<file path="config.mk">
export PLATFORM = sky130hd
export DESIGN_NAME = spi_wrapper_master_flat
export DESIGN_NICKNAME = d
export VERILOG_FILES = /design/src/rtl/spi_wrapper_master_if.sv /design/src/rtl/spi_wrapper_master.sv /design/src/flat_wrapper.sv
export SDC_FILE = /design/constraint.sdc
export NUM_CORES = 1
export LEC_CHECK = 0
export CAP_MARGIN = 20
export CORE_ASPECT_RATIO = 0.5
export CORE_MARGIN = 2
export CORE_UTILIZATION = 40
export CTS_BUF_LIST = sky130_fd_sc_hd__clkbuf_16
export DETAILED_ROUTE_END_ITERATION = 8
export PLACE_DENSITY = 0.61
export SKIP_CTS_REPAIR_TIMING = 1
export SLEW_MARGIN = 20
export SYNTH_ARGS = -nofsm -noshare
export SYNTH_HDL_FRONTEND = slang
export SYNTH_SLANG_ARGS = --single-unit
</file>
<file path="constraint.sdc">
create_clock -name clk -period 1.95 [get_ports clk]
set_clock_uncertainty 0.1 [all_clocks]
set_input_delay 0.39 -clock clk [delete_from_list [all_inputs] [get_ports clk]]
set_output_delay 0.39 -clock clk [all_outputs]
set_load 0.02 [all_outputs]
</file>
<file path="src/rtl/spi_wrapper_master_if.sv">
// Command/response and serial-link signals of the SPI wrapper master.
// master: the wrapper itself; slave: the command source plus the slave wrapper.
interface spi_wrapper_master_if;
  logic       cmd_valid;
  logic       cmd_ready;
  logic [1:0] cmd_type;
  logic [7:0] cmd_data;
  logic       MOSI;
  logic       ss_n;
  logic       MISO;
  logic       rd_valid;
  logic [7:0] rd_data;
  logic       busy;

  modport master (
    input  cmd_valid, cmd_type, cmd_data, MISO,
    output cmd_ready, MOSI, ss_n, rd_valid, rd_data, busy
  );

  modport slave (
    output cmd_valid, cmd_type, cmd_data, MISO,
    input  cmd_ready, MOSI, ss_n, rd_valid, rd_data, busy
  );
endinterface

</file>
<file path="src/rtl/spi_wrapper_master.sv">
// Serialises one {type,data} command per frame to the SPI slave wrapper and,
// for read-data commands, shifts a byte back in after a turnaround cycle.
module spi_wrapper_master #(
  parameter int GAP_CYCLES = 3
) (
  input  logic                  clk,
  input  logic                  rst_n,
  spi_wrapper_master_if.master  bus
);

  typedef enum logic [2:0] {IDLE, FRAME, TURN, RECV, GAP} state_t;

  state_t     state;
  logic [4:0] cnt;
  logic [3:0] gap_cnt;
  logic [9:0] tx_sh;
  logic [7:0] rx_sh;
  logic       is_rd;

  localparam logic [3:0] GAP_LAST = 4'(GAP_CYCLES - 1);

  always_ff @(posedge clk or negedge rst_n) begin
    if (!rst_n) begin
      state         <= IDLE;
      cnt           <= 5'd0;
      gap_cnt       <= 4'd0;
      tx_sh         <= 10'd0;
      rx_sh         <= 8'd0;
      is_rd         <= 1'b0;
      bus.ss_n      <= 1'b1;
      bus.MOSI      <= 1'b0;
      bus.rd_valid  <= 1'b0;
      bus.rd_data   <= 8'h00;
      bus.cmd_ready <= 1'b1;
      bus.busy      <= 1'b0;
    end else begin
      bus.rd_valid <= 1'b0;
      case (state)
        IDLE: begin
          if (bus.cmd_valid) begin
            state         <= FRAME;
            cnt           <= 5'd0;
            tx_sh         <= {bus.cmd_type, bus.cmd_data};
            is_rd         <= &bus.cmd_type;
            bus.ss_n      <= 1'b0;
            bus.MOSI      <= 1'b0;
            bus.cmd_ready <= 1'b0;
            bus.busy      <= 1'b1;
          end
        end
        FRAME: begin
          cnt <= cnt + 5'd1;
          // cycle 1 repeats type[1] as the r/w flag, so the shifter only
          // starts advancing from cycle 2 onwards
          if (cnt == 5'd0) begin
            bus.MOSI <= tx_sh[9];
          end else if (cnt <= 5'd10) begin
            bus.MOSI <= tx_sh[9];
            tx_sh    <= {tx_sh[8:0], 1'b0};
          end else begin
            bus.MOSI <= 1'b0;
            if (is_rd) begin
              state <= TURN;
            end else begin
              state    <= GAP;
              gap_cnt  <= 4'd0;
              bus.ss_n <= 1'b1;
            end
          end
        end
        TURN: begin
          cnt   <= cnt + 5'd1;
          state <= RECV;
        end
        RECV: begin
          cnt   <= cnt + 5'd1;
          rx_sh <= {rx_sh[6:0], bus.MISO};
          if (cnt == 5'd20) begin
            bus.rd_data  <= {rx_sh[6:0], bus.MISO};
            bus.rd_valid <= 1'b1;
            bus.ss_n     <= 1'b1;
            state        <= GAP;
            gap_cnt      <= 4'd0;
          end
        end
        GAP: begin
          if (gap_cnt == GAP_LAST) begin
            state         <= IDLE;
            bus.cmd_ready <= 1'b1;
            bus.busy      <= 1'b0;
          end else begin
            gap_cnt <= gap_cnt + 4'd1;
          end
        end
        default: begin
          state         <= IDLE;
          bus.ss_n      <= 1'b1;
          bus.MOSI      <= 1'b0;
          bus.cmd_ready <= 1'b1;
          bus.busy      <= 1'b0;
        end
      endcase
    end
  end

endmodule

</file>
<file path="src/flat_wrapper.sv">
// flat-port wrapper written by rule: the top's interface ports become plain ports
module spi_wrapper_master_flat 
#(
  parameter int GAP_CYCLES = 3
)
  (clk, rst_n, bus_cmd_valid, bus_cmd_type, bus_cmd_data, bus_MISO, bus_cmd_ready, bus_MOSI, bus_ss_n, bus_rd_valid, bus_rd_data, bus_busy);
  spi_wrapper_master_if bus_i ();
  input  logic clk;
  input  logic rst_n;
  input wire logic [$bits(bus_i.cmd_valid)-1:0] bus_cmd_valid;
  input wire logic [$bits(bus_i.cmd_type)-1:0] bus_cmd_type;
  input wire logic [$bits(bus_i.cmd_data)-1:0] bus_cmd_data;
  input wire logic [$bits(bus_i.MISO)-1:0] bus_MISO;
  output wire logic [$bits(bus_i.cmd_ready)-1:0] bus_cmd_ready;
  output wire logic [$bits(bus_i.MOSI)-1:0] bus_MOSI;
  output wire logic [$bits(bus_i.ss_n)-1:0] bus_ss_n;
  output wire logic [$bits(bus_i.rd_valid)-1:0] bus_rd_valid;
  output wire logic [$bits(bus_i.rd_data)-1:0] bus_rd_data;
  output wire logic [$bits(bus_i.busy)-1:0] bus_busy;
  assign bus_i.cmd_valid = bus_cmd_valid;
  assign bus_i.cmd_type = bus_cmd_type;
  assign bus_i.cmd_data = bus_cmd_data;
  assign bus_i.MISO = bus_MISO;
  assign bus_cmd_ready = bus_i.cmd_ready;
  assign bus_MOSI = bus_i.MOSI;
  assign bus_ss_n = bus_i.ss_n;
  assign bus_rd_valid = bus_i.rd_valid;
  assign bus_rd_data = bus_i.rd_data;
  assign bus_busy = bus_i.busy;
  spi_wrapper_master #(.GAP_CYCLES(GAP_CYCLES)) u_core (.clk(clk), .rst_n(rst_n), .bus(bus_i));
endmodule
</file>
==> metrics.txt <==
overall routing resource usage=0.151; flop2flop setup slack=0.10 ns; Sw Ratio=0.346; row count=18; Critical path origin=u_core.bus.cmd_ready; Synth Warn #=0; Worst Path Required=1.46 ns; Initial Util=0.416; Fin. Hold Viols=20; Final min period=1.92 ns; CTS root buf=clkbuf_16; Slew headroom=0.657; critical-path cell list=clkdlybuf4s50_1; critical path class=flip-flop to primary output; Initial DRT Pass Iterations=4; pin count of the biggest net entering global routing=23; Layout Nets=233; Antenna Cells=0; Finished Core Util=0.541; first-pass GRT wire length=approximately 6500 um; Die ar.=~0.0058 mm2; total power=between 4 and 5 mW; final setup vio count=0; DR WL/cell=between 10 and 15 um; P per Cell Area=approximately 1700 mW/mm2; CTS Buffer Depth=2; core area=between 0.004 and 0.005 mm2; area leader, netlist=dfrtp_1; peak supply drop=569 uV; commonest non-fill, non-tap cells in the layout=dfrtp_1, mux2_2, clkdlybuf4s50_1; top cells by area, synth=dfrtp_1, mux2_2, ha_1, o21ai_0, dfstp_2; CTS Buf Count=5; clock sink count=43; worst skew pair latency=0.28 ns; slowest stage cell on the critical path=clkdlybuf4s50_1; Slew Limit Fails=0; fin crit share=0.987; Max Clk Rate=0.520 GHz; first-iteration detailed-routing DRC count=between 40 and 50; Leakage Power=1.18 nW; FF+latch area=0.00108 mm2; multi-input logic area=917 um2; delay-heaviest family, CP=buffers and inverters; GPL Wtd Cong=0.816; CTS clock-pin slew for the worst setup and hold paths=~0.060 ns; Routed WL=3920 um; Clock power frac=0.182; Mapped Cells=approximately 170; synth unique cells=38; cell count along the critical path=1; GR Overflow Total=0; mapped cell area=between 0.002 and 0.0025 mm2; Die H=54.7 um; sequential share of the synthesized area=0.525; Post-route DRC=0; worst slew pin tran=0.514 ns; Die X=105 um; commonest non-fill, non-tap cell in the layout=dfrtp_1; reg2reg start=u_core.cnt[0]; critical path capture point type=primary output; Post-Syn Area per Cell=12.1 um2; FF+latch count, synth=43; Ports=27; Internal Power=2.89 mW; Area Overhead vs Synth=29.9%; unrepaired setup endpoints after global routing=no; CTS tree=done; crit-path max FO=3; WHS=-0.0224 ns; FF-to-FF path depth=7; Detailed Place HPWL=between 2000 and 3000 um; CP Launch Type=flip-flop; Worst EP arrival=1.43 ns; Final ANT Viol Nets=0; total of max-cap violations=0; outcome=finished with violations; area share of the largest cell type after synthesis=0.500; I/O Buffers=26; CP endpoint=bus_cmd_ready; share of layout cells above drive strength 1=0.353; Hold WC Path Type=input port to asynchronous set/reset pin; Vias/cell=4.88; combinational power share=0.470; initial antenna violation count=0; WP buf/inv=1; slowest stage delay, CP=0.60 ns; Psw=1.53 mW; Syn Nets=around 190; vias=1390; H-tree depth=2; via count of the first global-routing pass=1391; failing checks=negative hold slack; Filler Cell Count=437; sequential share of power=0.348; Reg2Reg Capture Point=u_core.state[1]
==> sequential cells by signal, indices dropped and copies added (netlist names) <==
signal	count
u_core.state	3
u_core.tx_sh	10
u_core.bus.busy	1
u_core.bus.cmd_ready	1
u_core.bus.ss_n	1
u_core.bus.rd_valid	1
u_core.bus.rd_data	8
u_core.bus.MOSI	1
u_core.rx_sh	7
u_core.is_rd	1
u_core.cnt	5
u_core.gap_cnt	4
==> final cells by class <==
type / count / share of cell area
clock buffers: 5 / 0.0469
clock inverters: 3 / 0.00610
inverters: 9 / 0.0127
multi-input cells: 112 / 0.344
flip-flops and latches: 43 / 0.405
well taps: 70 / 0.0328
repair buffers: 43 / 0.153
==> stage by stage <==
step	area [um2]	setup TNS, ns	worst slack (ns)	instances
after floorplan	2050	0	0.127	169
after detailed placement	2490	-0.216	-0.0334	276
final	2670	0	0.0261	285
after CTS	2630	-0.295	-0.0398	284
after global routing	2670	0	0.00185	285
after global placement	2490	0	0.0214	276
==> routing by layer <==
| metal | part of all wire | vias to the layer above | track usage |
|---|---|---|---|
| met4 | 0.018 | 0 | 0.0800 |
| met1 | 0.48 | 679 | 0.186 |
| met2 | 0.47 | 21 | 0.260 |
| met5 | 0 | - | 0 |
| li1 | - | 685 | - |
| met3 | 0.028 | 5 | 0.0321 |
==> synth_stat cells (all sizes together) <==
cell type and count:
mux2i 1, nand3b 1, xnor2 1, clkbuf 1, buf 4, nand2 12, a31oi 1, a21oi 7
a311o 1, a211oi 3, and3 1, o31ai 3, a21o 1, ha 5, inv 9, nor4b 1
nor3b 1, o21ai 11, nand4b 1, nand2b 3, nand3 4, dfrtp 41, a22o 2, nor3 3
or3b 2, nor2 9, mux2 35, dfstp 2, or2 1, nor2b 1, o21a 1
==> cells by family (layout without fill, tap and decap cells) <==
family / count (synthesis) / after routing / synth area share
adders and majority gates: 5 / 5 / 0.0305
muxes: 36 / 36 / 0.197
AOI/OAI and AO/OA: 30 / 30 / 0.0987
xor gates and xnor gates: 1 / 1 / 0.00427
DFF: 43 / 43 / 0.525
buffers and inverters: 14 / 60 / 0.0353
and+or+nand+nor: 40 / 40 / 0.109
==> how the worst min path moves through the flow <==
stage | end | from | slack [ns]
floorplan | u_core.bus.MOSI | rst_n | -0.006
global placement | u_core.cnt[1] | rst_n | 0.29
detailed placement | u_core.cnt[0] | rst_n | 0.30
CTS | u_core.tx_sh[5] | rst_n | -0.01
global route | u_core.cnt[0] | rst_n | 0.02
finish | u_core.tx_sh[5] | rst_n | -0.02
==> worst reg2reg max path, stage by stage (launching register included) <==
cell and delay (ns):
dfrtp_1 0.39, inv_2 0.08, ha_1 0.13, nand2b_1 0.15
a211oi_2 0.10, buf_4 0.15, or3b_2 0.45, a211oi_2 0.23
==> power groups by stage <==
stage          logic, mW  registers (mW)  clock network, mW
4_1_cts             1.97            1.53              0.832
6_report            2.08            1.53              0.803
2_1_floorplan       1.32            1.56                  0
5_1_grt             2.28            1.59              0.866
3_5_place_dp        1.95            1.53                  0
3_3_place_gp        1.89            1.53                  0
No activity file was read; power rests on OpenSTA's default activity.
